--- config.mk ---
export PLATFORM = sky130hd
export DESIGN_NAME = qcmd_shot_ctrl_flat
export DESIGN_NICKNAME = d
export VERILOG_FILES = /design/src/rtl/qcmd_pkg.sv /design/src/rtl/qcmd_shot_ctrl_if.sv /design/src/rtl/qsc_regs.sv /design/src/rtl/qcmd_shot_ctrl.sv /design/src/flat_wrapper.sv
export SDC_FILE = /design/constraint.sdc
export NUM_CORES = 1
export LEC_CHECK = 0
export BUFFER_PORTS_ARGS = -buffer_cell sky130_fd_sc_hd__buf_4
export CORE_MARGIN = 5
export CORE_UTILIZATION = 45
export CTS_BUF_LIST = sky130_fd_sc_hd__clkbuf_4
export DETAILED_ROUTE_END_ITERATION = 7
export PLACE_DENSITY_LB_ADDON = 0.05
export SETUP_SLACK_MARGIN = 0.02
export SYNTH_ARGS = -nofsm -noshare
export SYNTH_HDL_FRONTEND = slang
export SYNTH_SLANG_ARGS = --single-unit
--- constraint.sdc ---
create_clock -name clk -period 16.4 [get_ports clk]
set_input_delay 1.64 -clock clk [delete_from_list [all_inputs] [get_ports clk]]
set_output_delay 1.64 -clock clk [all_outputs]
set_load 0.05 [all_outputs]
--- src/rtl/qcmd_pkg.sv ---
// Shared definitions for the shot-loop scheduler: register map, FSM states and
// status bit positions.
package qcmd_pkg;

  localparam logic [2:0] QSC_CTRL     = 3'd0;
  localparam logic [2:0] QSC_NCMD     = 3'd1;
  localparam logic [2:0] QSC_NSHOTS   = 3'd2;
  localparam logic [2:0] QSC_SHOT_LEN = 3'd3;
  localparam logic [2:0] QSC_GAP      = 3'd4;

  typedef enum logic [1:0] {
    ST_IDLE = 2'd0,
    ST_TRIG = 2'd1,
    ST_RUN  = 2'd2,
    ST_GAP  = 2'd3
  } qsc_state_t;

  localparam int STS_BUSY        = 0;
  localparam int STS_ERR_TIMEOUT = 1;
  localparam int STS_WR_BLOCKED  = 2;
  localparam int STS_ABORTED     = 3;

endpackage

--- src/rtl/qcmd_shot_ctrl_if.sv ---
// Host local-bus write port of the shot-loop scheduler.
interface qcmd_shot_ctrl_if;
  logic [2:0]  lb_addr;
  logic [31:0] lb_wdata;
  logic        lb_wstrobe;

  modport master (output lb_addr, lb_wdata, lb_wstrobe);
  modport slave  (input  lb_addr, lb_wdata, lb_wstrobe);
endinterface

--- src/rtl/qsc_regs.sv ---
// Write-only run configuration registers, CTRL pulse decode and the shadow
// copy that a run uses while it is active.
module qsc_regs
  import qcmd_pkg::*;
#(
  parameter int cw = 16,
  parameter int tw = 24
) (
  input  logic            clk,
  input  logic            reset,
  qcmd_shot_ctrl_if.slave lb,
  input  logic            i_cap,
  output logic            o_start_req,
  output logic            o_abort,
  output logic            o_clr,
  output logic [cw-1:0]   o_n_shots_live,
  output logic [cw-1:0]   o_n_cmd,
  output logic [cw-1:0]   o_n_shots,
  output logic [tw-1:0]   o_shot_len,
  output logic [tw-1:0]   o_gap
);

  logic [cw-1:0] r_n_cmd, r_n_shots, r_sh_n_cmd, r_sh_n_shots;
  logic [tw-1:0] r_shot_len, r_gap, r_sh_shot_len, r_sh_gap;
  logic          w_ctrl_wr;
  logic          w_unused;

  assign w_ctrl_wr   = lb.lb_wstrobe && (lb.lb_addr == QSC_CTRL);
  assign o_start_req = w_ctrl_wr & lb.lb_wdata[0];
  assign o_abort     = w_ctrl_wr & lb.lb_wdata[1];
  assign o_clr       = w_ctrl_wr & lb.lb_wdata[2];
  assign w_unused    = ^lb.lb_wdata[31:tw];

  always_ff @(posedge clk) begin
    if (reset) begin
      r_n_cmd    <= '0;
      r_n_shots  <= cw'(1);
      r_shot_len <= '1;
      r_gap      <= '0;
    end else if (lb.lb_wstrobe) begin
      case (lb.lb_addr)
        QSC_NCMD:     r_n_cmd    <= lb.lb_wdata[cw-1:0];
        QSC_NSHOTS:   r_n_shots  <= lb.lb_wdata[cw-1:0];
        QSC_SHOT_LEN: r_shot_len <= lb.lb_wdata[tw-1:0];
        QSC_GAP:      r_gap      <= lb.lb_wdata[tw-1:0];
        default:      ;
      endcase
    end
  end

  // Shadow copy: the run sees only values present when it was accepted
  always_ff @(posedge clk) begin
    if (i_cap) begin
      r_sh_n_cmd    <= r_n_cmd;
      r_sh_n_shots  <= r_n_shots;
      r_sh_shot_len <= r_shot_len;
      r_sh_gap      <= r_gap;
    end
  end

  assign o_n_shots_live = r_n_shots;
  assign o_n_cmd        = r_sh_n_cmd;
  assign o_n_shots      = r_sh_n_shots;
  assign o_shot_len     = r_sh_shot_len;
  assign o_gap          = r_sh_gap;

endmodule

--- src/rtl/qcmd_shot_ctrl.sv ---
// Shot-loop scheduler: triggers the command generator, counts its cstrobes per
// shot, repeats with an inter-shot gap and locks out command memory writes.
module qcmd_shot_ctrl
  import qcmd_pkg::*;
#(
  parameter int cw = 16,
  parameter int tw = 24
) (
  input  logic            clk,
  input  logic            reset,
  qcmd_shot_ctrl_if.slave lb,
  input  logic            ext_start,
  input  logic            cstrobe_in,
  input  logic            cmd_wstrobe_in,
  output logic            cmd_wstrobe_out,
  output logic            trig,
  output logic            busy,
  output logic            done,
  output logic [cw-1:0]   shot_idx,
  output logic [31:0]     status
);

  qsc_state_t    r_state, w_state_nxt;
  logic          r_trig, r_busy, r_done;
  logic          r_err_timeout, r_wr_blocked, r_aborted;
  logic [cw-1:0] r_shot_idx, r_cmd_cnt;
  logic [tw-1:0] r_run_cnt, r_gap_cnt;

  logic          w_start_req, w_abort, w_clr, w_accept, w_zero_shots;
  logic          w_cmd_hit, w_timeout, w_shot_end, w_last_shot, w_gap_done, w_blocked;
  logic [cw-1:0] w_n_shots_live, w_n_cmd, w_n_shots;
  logic [tw-1:0] w_shot_len, w_gap;
  logic          w_ctrl_start;

  qsc_regs #(.cw(cw), .tw(tw)) u_regs (
    .clk            (clk),
    .reset          (reset),
    .lb             (lb),
    .i_cap          (w_accept),
    .o_start_req    (w_ctrl_start),
    .o_abort        (w_abort),
    .o_clr          (w_clr),
    .o_n_shots_live (w_n_shots_live),
    .o_n_cmd        (w_n_cmd),
    .o_n_shots      (w_n_shots),
    .o_shot_len     (w_shot_len),
    .o_gap          (w_gap)
  );

  assign w_start_req  = ext_start | w_ctrl_start;
  assign w_accept     = w_start_req & ~w_abort & (r_state == ST_IDLE);
  assign w_zero_shots = (w_n_shots_live == '0);

  // A zero command count ends the shot on its first RUN cycle regardless of cstrobe
  assign w_cmd_hit   = (w_n_cmd == '0) ||
                       (({1'b0, r_cmd_cnt} + {{cw{1'b0}}, cstrobe_in}) == {1'b0, w_n_cmd});
  assign w_timeout   = (r_run_cnt == w_shot_len);
  assign w_shot_end  = (r_state == ST_RUN) & (w_cmd_hit | w_timeout);
  assign w_last_shot = (r_shot_idx == w_n_shots - cw'(1));
  assign w_gap_done  = (r_gap_cnt == w_gap - tw'(1));
  assign w_blocked   = cmd_wstrobe_in & r_busy;

  always_comb begin
    w_state_nxt = r_state;
    case (r_state)
      ST_IDLE: if (w_accept && !w_zero_shots) w_state_nxt = ST_TRIG;
      ST_TRIG: w_state_nxt = ST_RUN;
      ST_RUN:
        if (w_shot_end) begin
          if (w_last_shot)        w_state_nxt = ST_IDLE;
          else if (w_gap == '0)   w_state_nxt = ST_TRIG;
          else                    w_state_nxt = ST_GAP;
        end
      ST_GAP:  if (w_gap_done) w_state_nxt = ST_TRIG;
      default: w_state_nxt = ST_IDLE;
    endcase
    if (w_abort) w_state_nxt = ST_IDLE;
  end

  always_ff @(posedge clk) begin
    if (reset) begin
      r_state       <= ST_IDLE;
      r_trig        <= 1'b0;
      r_busy        <= 1'b0;
      r_done        <= 1'b0;
      r_shot_idx    <= '0;
      r_err_timeout <= 1'b0;
      r_wr_blocked  <= 1'b0;
      r_aborted     <= 1'b0;
    end else begin
      r_state <= w_state_nxt;
      r_trig  <= (w_state_nxt == ST_TRIG);
      r_busy  <= (w_state_nxt != ST_IDLE);
      r_done  <= ~w_abort & ((w_accept & w_zero_shots) | (w_shot_end & w_last_shot));
      if (!w_abort) begin
        if (w_accept && !w_zero_shots) r_shot_idx <= '0;
        else if (w_shot_end && !w_last_shot) r_shot_idx <= r_shot_idx + cw'(1);
      end
      // Sticky bits: a set in the same cycle as clr takes priority
      r_err_timeout <= (r_err_timeout & ~w_clr) | (w_shot_end & w_timeout & ~w_cmd_hit);
      r_wr_blocked  <= (r_wr_blocked & ~w_clr) | w_blocked;
      r_aborted     <= (r_aborted & ~w_clr) | w_abort;
    end
  end

  // Shot counters; cleared on the TRIG cycle so they need no reset
  always_ff @(posedge clk) begin
    if (r_state == ST_TRIG) begin
      r_cmd_cnt <= '0;
      r_run_cnt <= '0;
    end else if (r_state == ST_RUN) begin
      if (cstrobe_in) r_cmd_cnt <= r_cmd_cnt + cw'(1);
      if (!w_timeout) r_run_cnt <= r_run_cnt + tw'(1);
    end
  end

  always_ff @(posedge clk) begin
    if (r_state == ST_GAP) r_gap_cnt <= r_gap_cnt + tw'(1);
    else                   r_gap_cnt <= '0;
  end

  assign cmd_wstrobe_out = cmd_wstrobe_in & ~r_busy;
  assign trig            = r_trig;
  assign busy            = r_busy;
  assign done            = r_done;
  assign shot_idx        = r_shot_idx;

  always_comb begin
    status                  = '0;
    status[STS_BUSY]        = r_busy;
    status[STS_ERR_TIMEOUT] = r_err_timeout;
    status[STS_WR_BLOCKED]  = r_wr_blocked;
    status[STS_ABORTED]     = r_aborted;
  end

endmodule

--- src/flat_wrapper.sv ---
// flat-port wrapper written by rule: the top's interface ports become plain ports
module qcmd_shot_ctrl_flat import qcmd_pkg::*;
#(
  parameter int cw = 16,
  parameter int tw = 24
)
  (clk, reset, ext_start, cstrobe_in, cmd_wstrobe_in, cmd_wstrobe_out, trig, busy, done, shot_idx, status, lb_lb_addr, lb_lb_wdata, lb_lb_wstrobe);
  qcmd_shot_ctrl_if lb_i ();
  input  logic clk;
  input  logic reset;
  input  logic ext_start;
  input  logic cstrobe_in;
  input  logic cmd_wstrobe_in;
  output logic cmd_wstrobe_out;
  output logic trig;
  output logic busy;
  output logic done;
  output logic [cw-1:0] shot_idx;
  output logic [31:0] status;
  input wire logic [$bits(lb_i.lb_addr)-1:0] lb_lb_addr;
  input wire logic [$bits(lb_i.lb_wdata)-1:0] lb_lb_wdata;
  input wire logic [$bits(lb_i.lb_wstrobe)-1:0] lb_lb_wstrobe;
  assign lb_i.lb_addr = lb_lb_addr;
  assign lb_i.lb_wdata = lb_lb_wdata;
  assign lb_i.lb_wstrobe = lb_lb_wstrobe;
  qcmd_shot_ctrl #(.cw(cw), .tw(tw)) u_core (.clk(clk), .reset(reset), .lb(lb_i), .ext_start(ext_start), .cstrobe_in(cstrobe_in), .cmd_wstrobe_in(cmd_wstrobe_in), .cmd_wstrobe_out(cmd_wstrobe_out), .trig(trig), .busy(busy), .done(done), .shot_idx(shot_idx), .status(status));
endmodule
## After elaboration in Yosys (flattened, before gate mapping)

Cells that the tools add are included.

| operators by class | value |
|---|---|
| $add $sub $neg | 7 |
| equal/unequal tests | 12 |
| mux-type cells | 9 |
| bitwise operators | 27 |
| reductions and logical operators | 20 |

Operators by type and width:

| operator | count |
|---|---|
| $add 24x1->24 const B | 2 |
| $eq 24x24->1 | 2 |
| $add 16x1->16 const B | 2 |
| $logic_not 16->1 | 2 |
| $mux 16 | 2 |
| $logic_not 24->1 | 1 |
| $sub 24x1->24 const B | 1 |
| $add 16x1->17 | 1 |
| $eq 17x16->1 | 1 |
| $and 1x1->1 | 16 |
| $eq 16x16->1 | 1 |
| $sub 16x1->16 const B | 1 |
| $reduce_and 2->1 | 7 |
| $mux 2 | 6 |
| $pmux 2 s4 | 1 |
| $eq 3x2->1 const B | 2 |
| $or 1x1->1 | 6 |
| $not 1->1 | 5 |
| $eq 2x1->1 const B | 2 |
| $eq 2x2->1 const B | 2 |
| $reduce_bool 2->1 | 2 |
| $eq 3x1->1 const B | 1 |
| $eq 3x3->1 const B | 1 |
| $logic_and 1x1->1 | 3 |
| other kinds (4) | 5 |

| word-level totals | value |
|---|---|
| flip-flop bits (word level) | 248 |
| input port bits | 41 |
| output and inout bits | 52 |
| word-level logic and storage cells | 94 |

## Logic depth before layout (Yosys ltp)

Gate-level depths: netlist (run 1).

| logic depth | value |
|---|---|
| word-level depth | 11 |
| gate-level depth with buffers | 11 |
| mapped depth without buffers | 10 |

## By module

Synthesis (run 1) repeated with hierarchy kept, for this count alone.

| second synthesis, totals | value |
|---|---|
| cell total of the unflattened synthesis | 1253 |
| area, all modules | 12394.4 um^2 |

Modules (own cells, without submodules):

| module | times used | cells an instance | area an instance (um^2) | sequential area each (um^2) |
|---|---|---|---|---|
| qcmd_shot_ctrl | 1 | 850 | 6635.1 | 1761.7 |
| qsc_regs | 1 | 403 | 5759.3 | 4003.8 |

## Least setup slack after synthesis (run 1)

No wires, ideal clock.

| timing | value |
|---|---|
| path type | input to register |
| start | in lb_lb_wstrobe |
| end | reg u_core.r_shot_idx[12], in the netlist u_core.shot_idx[12] |
| setup time | 0.116 ns |
| arrival time | 12.483 ns |
| data required time | 16.284 ns |
| setup slack | 3.801 ns |
| stages on the path | 10 |
| path buffers | 2 |
| cell sequence | nor3b_1 -> nor2b_1 -> and2_1 -> clkbuf_1 -> nor4_1 -> a21oi_1 -> clkbuf_1 -> nand2_1 -> a31oi_1 -> a41o_1 |

| on the way | value |
|---|---|
| longest elaborated chain between the ends | 8 |
| elaborated cells between the ends (all ways) | 11 |
| those cells by class | mux: 1; bitwise: 6; reduce/logical: 4 |

Ends and longest elaborated chain:

| item | RTL line | text |
|---|---|---|
| start: declaration | flat_wrapper.sv:22 | `input wire logic [$bits(lb_i.lb_wstrobe)-1:0] lb_lb_wstrobe;` |
| $logic_and 1x1->1 * | qsc_regs.sv:28 | `assign w_ctrl_wr = lb.lb_wstrobe && (lb.lb_addr == QSC_CTRL);` |
| $and 1x1->1, on equally long branches | qsc_regs.sv:29, qsc_regs.sv:30 |  |
| $or 1x1->1 / $not 1->1 (equally long branches) | qcmd_shot_ctrl.sv:50, qcmd_shot_ctrl.sv:51 |  |
| $and 1x1->1 * (2 in series) | qcmd_shot_ctrl.sv:51 | `assign w_accept = w_start_req & ~w_abort & (r_state == ST_IDLE);` |
| named net u_core.u_regs.i_cap | qsc_regs.sv:12 | `input logic i_cap,` |
| $logic_and 1x1->1 * | qcmd_shot_ctrl.sv:96 | `if (w_accept && !w_zero_shots) r_shot_idx <= '0;` |
| $reduce_bool 2->1 (no source line) | - |  |
| $reduce_and 2->1 (no source line) | - |  |
| end signal: assignment | qcmd_shot_ctrl.sv:97 | `else if (w_shot_end && !w_last_shot) r_shot_idx <= r_shot_idx + cw'(1);` |
| end: declaration | qcmd_shot_ctrl.sv:26 | `logic [cw-1:0] r_shot_idx, r_cmd_cnt;` |

The timed path passes the listed nets; every way through them passes the cells marked *.
A chain may end at the register's enable or synchronous reset.

## Worst setup path in the final report (run 1)

| timing | value |
|---|---|
| start | in cstrobe_in |
| end | reg u_core.r_shot_idx[3], in the netlist u_core.shot_idx[3] |

| on the way | value |
|---|---|
| longest elaborated chain between the ends | 8 |

Ends and longest elaborated chain:

| item | RTL line | text |
|---|---|---|
| start: declaration | flat_wrapper.sv:12 | `input logic cstrobe_in;` |
| $add 16x1->17 | qcmd_shot_ctrl.sv:56 | `(({1'b0, r_cmd_cnt} + {{cw{1'b0}}, cstrobe_in}) == {1'b0, w_n_cmd});` |
| $eq 17x16->1 | qcmd_shot_ctrl.sv:56 |  |
| $logic_or 1x1->1 | qcmd_shot_ctrl.sv:55 | `assign w_cmd_hit = (w_n_cmd == '0) \|\|` |
| $or 1x1->1 | qcmd_shot_ctrl.sv:58 | `assign w_shot_end = (r_state == ST_RUN) & (w_cmd_hit \| w_timeout);` |
| $and 1x1->1 | qcmd_shot_ctrl.sv:58 |  |
| $logic_and 1x1->1 | qcmd_shot_ctrl.sv:97 |  |
| $reduce_bool 2->1 (no source line) | - |  |
| $reduce_and 2->1 (no source line) | - |  |

No other way between the ends.

==> results of run 1 <==
## registers in the layout (all words and copies together), names as in the netlist, 24 cells and up
register                  count
u_core.r_gap_cnt             24
u_core.u_regs.r_shot_len     24
u_core.u_regs.o_gap          24
u_core.u_regs.r_gap          24
u_core.r_run_cnt             24
u_core.u_regs.o_shot_len     24
## routing by layer
metal	track usage [%]	part of all wire (%)	vias up	wire [um]
met5	0	0	-	0
met4	6.72	2.3	0	676
met3	4.02	4.7	45	1390
met2	32.4	46	202	13700
met1	28.0	47	4303	14000
li1	-	-	4533	-
## placed cells by master, fill, tap and decap left out, types with 9 or more instances in the layout
cell / n
nand2_1: 225
dfxtp_1: 168
clkbuf_4: 103
xor2_1: 87
nor2_1: 85
a21oi_1: 83
edfxtp_1: 80
buf_4: 64
xnor2_1: 51
nand3_1: 35
nand3b_1: 28
conb_1: 28
nor4_1: 24
nor3_1: 22
and3_1: 21
inv_1: 20
nand4_1: 20
o21ai_0: 17
or3_1: 16
nand2b_1: 16
mux2i_1: 15
clkinv_1: 15
or4_1: 12
and4_1: 11
a31oi_1: 11
nor2b_1: 9
## worst paths after layout
check,start,end,slack [ps]
max,cstrobe_in,u_core.shot_idx[3]$_SDFFE_PP0P_,12190
min,u_core.u_regs.r_gap[5]$_SDFFE_PP0P_,u_core.u_regs.o_gap[5]$_DFFE_PP_,420
max reg2reg,u_core.u_regs.o_gap[0]$_DFFE_PP_,u_core.trig$_SDFF_PP0_,12770
min reg2reg,u_core.u_regs.r_gap[5]$_SDFFE_PP0P_,u_core.u_regs.o_gap[5]$_DFFE_PP_,420
## logic make-up (layout without fill, tap and decap cells)
kind of cell,after synthesis,after routing,share of synthesized area (%)
and+or+nand+nor,557,557,24.2
DFF,248,248,49.4
AOI/OAI and AO/OA,167,167,9.08
xor gates and xnor gates,139,139,10.6
buffers and inverters,102,212,4.49
muxes,16,16,1.38
adders and majority gates,8,8,0.857
other,1,29,0.0321
## stage by stage
stage	util [%]	cells	hold slack, ps	setup WS, ps	area, sq um
finish	51.0	1711	417	12190	13200
global route	51.0	1711	429	12020	13200
CTS	51.0	1710	401	12230	13200
detailed placement	47.4	1582	413	11490	12300
global placement	47.4	1582	411	11490	12300
floorplan	-	1265	408	3800	11800
## worst register-to-register path, cell delays in order, from the launching register on
cell	delay, ps
edfxtp_1	510
inv_1	110
ha_1	210
nor3b_2	460
nand4_1	250
or4_1	460
a2111oi_0	480
nand4_1	140
a2111oi_0	440
and4bb_1	350
o21ba_2	160
## power by group
group	switching [mW]	leakage (nW)	total [mW]	internal [mW]
sequential	0.0283	2.09	0.690	0.662
clock	0.271	0.545	0.581	0.309
combinational	0.0854	2.26	0.128	0.0430
## layout make-up
type | instances | area, sq um | area share (%)
sequential | 248 | 5770 | 43.7
clock inverter | 25 | 153 | 1.16
antenna | 1 | 2.50 | 0.0190
inverter | 20 | 75.1 | 0.569
timing repair buffer | 64 | 480 | 3.64
tap | 335 | 419 | 3.18
clock buffer | 103 | 773 | 5.87
multi-input combinational | 915 | 5520 | 41.8
==> summary.md, run 1 <==
| Metric | Value |
|---|---|
| Run status | `complete, no violations` |
| Most common cell in the netlist | `nand2_1` |
| Fmax | `237 MHz` |
| Final ANT Viol Nets | `0` |
| Num rows | `59` |
| Clk root buf | `clkbuf_4` |
| Max H-tree Level | `3` |
| Initial antenna violation count | `1` |
| Largest stage delay, worst path | `540 ps` |
| Final hold vios | `0` |
| Drt pass-1 iters | `5` |
| Maximum number of pins on one net before global-route repair | `84` |
| Hold depth | `0` |
| Leak Pwr | `4.89 nW` |
| Critical Path End Type | `flip-flop` |
| Post-DP HPWL | `20.4 mm` |
| Layout cells sized above 1 | `14.7%` |
| Number of fillers in the final layout | `2507` |
| GRT overflow | `0` |
| Ys async rst share | `0%` |
| R2R cell count | `10` |
| Clock-pin slew on the worst setup and hold paths | `70 ps` |
| Yosys cell types | `74` |
| Min cycle time layout | `4210 ps` |
| WL per Instance | `17.4 um` |
| Flops & latches, synth | `248` |
| Num CTS Buffers | `69` |
| Drt via density | `5.31` |
| CP Launch Type | `primary input` |
| Final Skew | `49.6 ps` |
| Leading area contributor after synthesis | `dfxtp_1` |
| CTS max path bufs | `3` |
| Crit Path Max Fanout | `8` |
| CP max stage cell | `or4_1` |
| Worst-Margin Slew | `1110 ps` |
| Setup CP Type | `primary input to flip-flop` |
| Initial core utilization | `45.2%` |
| PostCTS Resize Cnt | `0` |
| Commonest cells in the netlist | `nand2_1 (225), dfxtp_1 (168), xor2_1 (87), nor2_1 (86), a21oi_1 (83)` |
| CP delay by family, top | `simple AND/OR/NAND/NOR gates` |
| Peak supply drop | `61.1 uV` |
| Critical path cell sequence | `buf_4, ha_1, ha_1, and3_4, nand3_2, or4_1, a221oi_2, a31oi_1, a211o_1, or4_1, a21oi_1` |
| Type of the worst min-delay path | `flip-flop to flip-flop` |
| Setup Viol. Count Final | `0` |
| PnR Total Power | `1.40 mW` |
| Core area | `0.0258 sq mm` |
| All-Layer GR Usage | `20.4%` |
| Global placement routability congestion | `0.861` |
| Routed via count | `9083` |
| Most used DFF post-synth | `dfxtp_1` |
| Max-slew violations | `0` |
| Ranking of synthesized cells by area | `dfxtp_1 (29%), edfxtp_1 (21%), nand2_1 (7.2%), xor2_1 (6.5%), xnor2_1 (3.8%)` |
| Mapped Avg Cell Area | `9.43 sq um` |
| Worst Path Buf+Inv | `1` |
| Post-Syn Area | `0.0117 sq mm` |
| DRC viols | `0` |
| Die Wd | `171 um` |
| Nets | `1367` |
| Crit share post-route | `25.7%` |
| Top cell type's share of synthesized area | `28.8%` |
| CTS Sinks | `248` |
| Die Ht | `171 um` |
| PD cells | `106 mW/mm^2` |
| Relative slew slack | `25.4%` |
| CTS tree | `yes` |
| Area delta synth->final | `12.9%` |
| Sum Neg Setup Slack | `0 ps` |
| Number of hold buffers added after CTS | `0` |
| Share of the yosys chip area belonging to registers | `49.4%` |
| Iter 0 DRT Violations | `532` |
| WL final | `29.8 mm` |
| Clock insertion delay at the later pin of the skew report | `690 ps` |
| Data arrival, critical path | `4790 ps` |
| Max cap viols | `0` |
| CP Depth | `11` |
| First-pass GRT wire length | `47.2 mm` |
| Postcts setup bufs | `0` |
| Synth warn | `0` |
| Die ar. | `0.0293 sq mm` |
| Post-synth EDFFs | `80` |
| Number of port buffers | `56` |
| I/O Pins | `93` |
| Required @ worst endpoint | `16980 ps` |
| RSZ-0062 raised after global routing | `no` |
| Post-synthesis cell count | `1238` |
| Vias in the first global route | `8697` |
Power figures use the tool's default switching activity.
==> run 2, diff against run 1 <==
Settings changed: ABC_AREA set to 1.
Clock period 16.4 ns to 4.1 ns, I/O delays scaled along.
==> run 2 against run 1 <==
Net effect: final cell count grew 26%; worst setup slack got worse by 11000 ps; power grew to 4.6 times the previous value; flip-flop and latch count unchanged; worst hold slack worse by 360 ps; wire length rose by 3.5%; final area up 8.7%; area after synthesis grew 7.5%; clock-buffer cell count unchanged.
==> summary.md, run 2 <==
| Metric | Value |
|---|---|
| Setup CP Type | `flip-flop to flip-flop` |
| Max H-tree Level | `3` |
| Drt via density | `4.82` |
| PD cells | `450 mW/mm^2` |
| RSZ-0062 raised after global routing | `no` |
| Vias in the first global route | `9969` |
| Max cap viols | `0` |
| Post-DP HPWL | `22.3 mm` |
| Fmax | `361 MHz` |
| DRC viols | `0` |
| CTS max path bufs | `3` |
| Die ar. | `0.0313 sq mm` |
| Crit share post-route | `67.5%` |
| Post-Syn Area | `0.0126 sq mm` |
| Synth warn | `0` |
| Final Instance Area | `0.0143 sq mm` |
| Post-synth EDFFs | `80` |
| Final hold vios | `0` |
| Ys async rst share | `0%` |
| Commonest cells in the netlist | `nand2_1 (323), nor2_1 (265), dfxtp_1 (168), inv_1 (149), nand3_1 (112)` |
| Most common cell in the netlist | `nand2_1` |
| Critical Path End Type | `flip-flop` |
| Type of the worst min-delay path | `primary input to flip-flop` |
| Leading area contributor after synthesis | `dfxtp_1` |
| Worst hold slack | `55.1 ps` |
| Number of fillers in the final layout | `2735` |
| Num CTS Buffers | `68` |
| Post-synthesis cell count | `1605` |
| Core Util, Final | `51.7%` |
| Num rows | `61` |
| Max-slew violations | `0` |
| Clock-pin slew on the worst setup and hold paths | `70 ps` |
| Clock insertion delay at the later pin of the skew report | `660 ps` |
| Share of the yosys chip area belonging to registers | `45.9%` |
| Yosys cell types | `48` |
| Flops & latches, synth | `248` |
| Number of port buffers | `56` |
| Sequential power share | `45.8%` |
| Setup Viol. Count Final | `0` |
| Commonest non-fill, non-tap cell in the layout | `nand2_1` |
| Required @ worst endpoint | `4610 ps` |
| WL per Instance | `14.3 um` |
| Initial core utilization | `45.3%` |
| Peak supply drop | `286 uV` |
| Worst-Margin Slew | `1040 ps` |
| Sw Ratio | `31.3%` |
| Most used DFF post-synth | `dfxtp_1` |
| GRT overflow | `0` |
| Relative slew slack | `31.0%` |
| Power share of the combinational group | `18.3%` |
| Nets | `1768` |
| Leak Pwr | `5.91 nW` |
| CTS tree | `yes` |
| Area delta synth->final | `14.2%` |
| Clk root buf | `clkbuf_4` |
| Initial antenna violation count | `3` |
| PostCTS Resize Cnt | `0` |
| Die Ht | `177 um` |
| Core area | `0.0277 sq mm` |
| Sequential cell area | `0.00577 sq mm` |
| Layout cells sized above 1 | `14.2%` |
| Min cycle time layout | `2770 ps` |
| Placed cell area | `0.0132 sq mm` |
| Data arrival, critical path | `3280 ps` |
| WL final | `30.8 mm` |
| I/O Pins | `93` |
| All-Layer GR Usage | `19.7%` |
| Pint | `4.43 mW` |
| Final Skew | `44.1 ps` |
| Most used cells in the layout excluding fill and tap cells | `nand2_1 (323), nor2_1 (265), dfxtp_1 (168)` |
| Final ANT Viol Nets | `0` |
| Mapped Avg Cell Area | `7.82 sq um` |
| Crit Path Max Fanout | `5` |
| Top cell type's share of synthesized area | `26.8%` |
| Drt pass-1 iters | `7` |
| Part of the power in the clock network | `35.9%` |
| Die Wd | `177 um` |
| Run status | `complete, no violations` |
| Sum Neg Setup Slack | `0 ps` |
| Footprint of the multi-input gates | `0.00588 sq mm` |
| Pre-CTS setup slack | `1310 ps` |
| Ranking of synthesized cells by area | `dfxtp_1 (27%), edfxtp_1 (19%), nand2_1 (9.7%), nor2_1 (7.9%), nand3_1 (4.5%)` |
| CP Launch Type | `flip-flop` |
| Psw | `2.02 mW` |
| First-pass GRT wire length | `49.8 mm` |
| Final WS setup | `1330 ps` |
| Maximum number of pins on one net before global-route repair | `70` |
| Routed via count | `10.4k` |
| Iter 0 DRT Violations | `733` |
| Global placement routability congestion | `0.886` |
| CTS Sinks | `248` |
-- run 2: cell count changes in the layout (fill, tap and decap cells not counted), moves of 20 or more --
cell	before	now
inv_1	20	147
nor2_1	85	265
a21oi_1	83	62
dlygate4sd3_1	0	20
o21ai_0	17	93
and3_1	21	1
nand3_1	35	112
nand2_1	225	323
xor2_1	87	53
nand3b_1	28	5
-- run 2: routing by layer --
| metal | routed length [um] | track usage (%) | share of wire, % | vias up |
|---|---|---|---|---|
| li1 | - | - | - | 5448 |
| met2 | 14100 | 32.2 | 46 | 205 |
| met4 | 335 | 4.87 | 1.1 | 0 |
| met1 | 14900 | 26.9 | 49 | 4681 |
| met3 | 1460 | 3.89 | 4.7 | 36 |
| met5 | 0 | 0 | 0 | - |
-- run 2: worst max-delay path: stages (launching register included) --
cell and delay (ps):
edfxtp_1 440, inv_1 110, ha_1 200, inv_1 90
nor3_1 360, nand2_1 160, nor2_1 190, nand3_1 100
nor3_1 530, o21ai_0 240, nand4_1 140, nand2_1 70
-- run 2: final timing paths --
kind | start | endpoint | slack [ps] | depth (start not counted)
max | u_core.u_regs.o_gap[0]$_DFFE_PP_ | u_core.busy$_SDFF_PP0_ | 1330 | 11
min reg2reg | u_core.u_regs.r_gap[12]$_SDFFE_PP0P_ | u_core.u_regs.o_gap[12]$_DFFE_PP_ | 410 | 0
min | lb_lb_wdata[8] | u_core.u_regs.r_shot_len[8]$_SDFFE_PP1P_ | 60 | 3
max reg2reg | u_core.u_regs.o_gap[0]$_DFFE_PP_ | u_core.busy$_SDFF_PP0_ | 1330 | 11
-- run 2: per-stage QoR --
stage          instances  total power [mW]
2_1_floorplan       1632              3.88
3_3_place_gp        2007              4.17
3_5_place_dp        2007              4.18
4_1_cts             2148              6.55
5_1_grt             2151              6.86
6_report            2151              6.44
-- run 2: area by class of cell --
class	count	share of cell area [%]
Clock inverter	20	0.986
Multi-Input combinational cell	1160	41.0
Timing Repair Buffer	87	4.99
Sequential cell	248	40.2
Tap cell	378	3.30
Antenna cell	1	0.0175
Clock buffer	103	5.39
Inverter	154	4.04
-- run 2: power by group through the flow --
| stage | clock network (mW) | logic (mW) | registers [mW] |
|---|---|---|---|
| 2_1_floorplan | 0 | 0.882 | 3.00 |
| 3_3_place_gp | 0 | 1.17 | 3.00 |
| 3_5_place_dp | 0 | 1.18 | 3.01 |
| 4_1_cts | 2.41 | 1.19 | 2.95 |
| 5_1_grt | 2.55 | 1.33 | 2.98 |
| 6_report | 2.31 | 1.18 | 2.95 |
-- run 2: cell families (layout without fill, tap and decap cells) --
kind of cell,Yosys count,in the layout,share of synthesized area (%)
compound gates,182,182,7.85
xor+xnor,103,103,7.35
fa+ha+maj,8,8,0.797
buf+inv,224,364,8.03
flops,248,248,45.9
other cells,1,29,0.0299
simple gates,839,839,30.0
-- run 2: what timing repair did --
action,4_1_cts,5_1_grt
hold buffers,18,2
hold endpoints to repair,22,2
buffers inserted,0,0
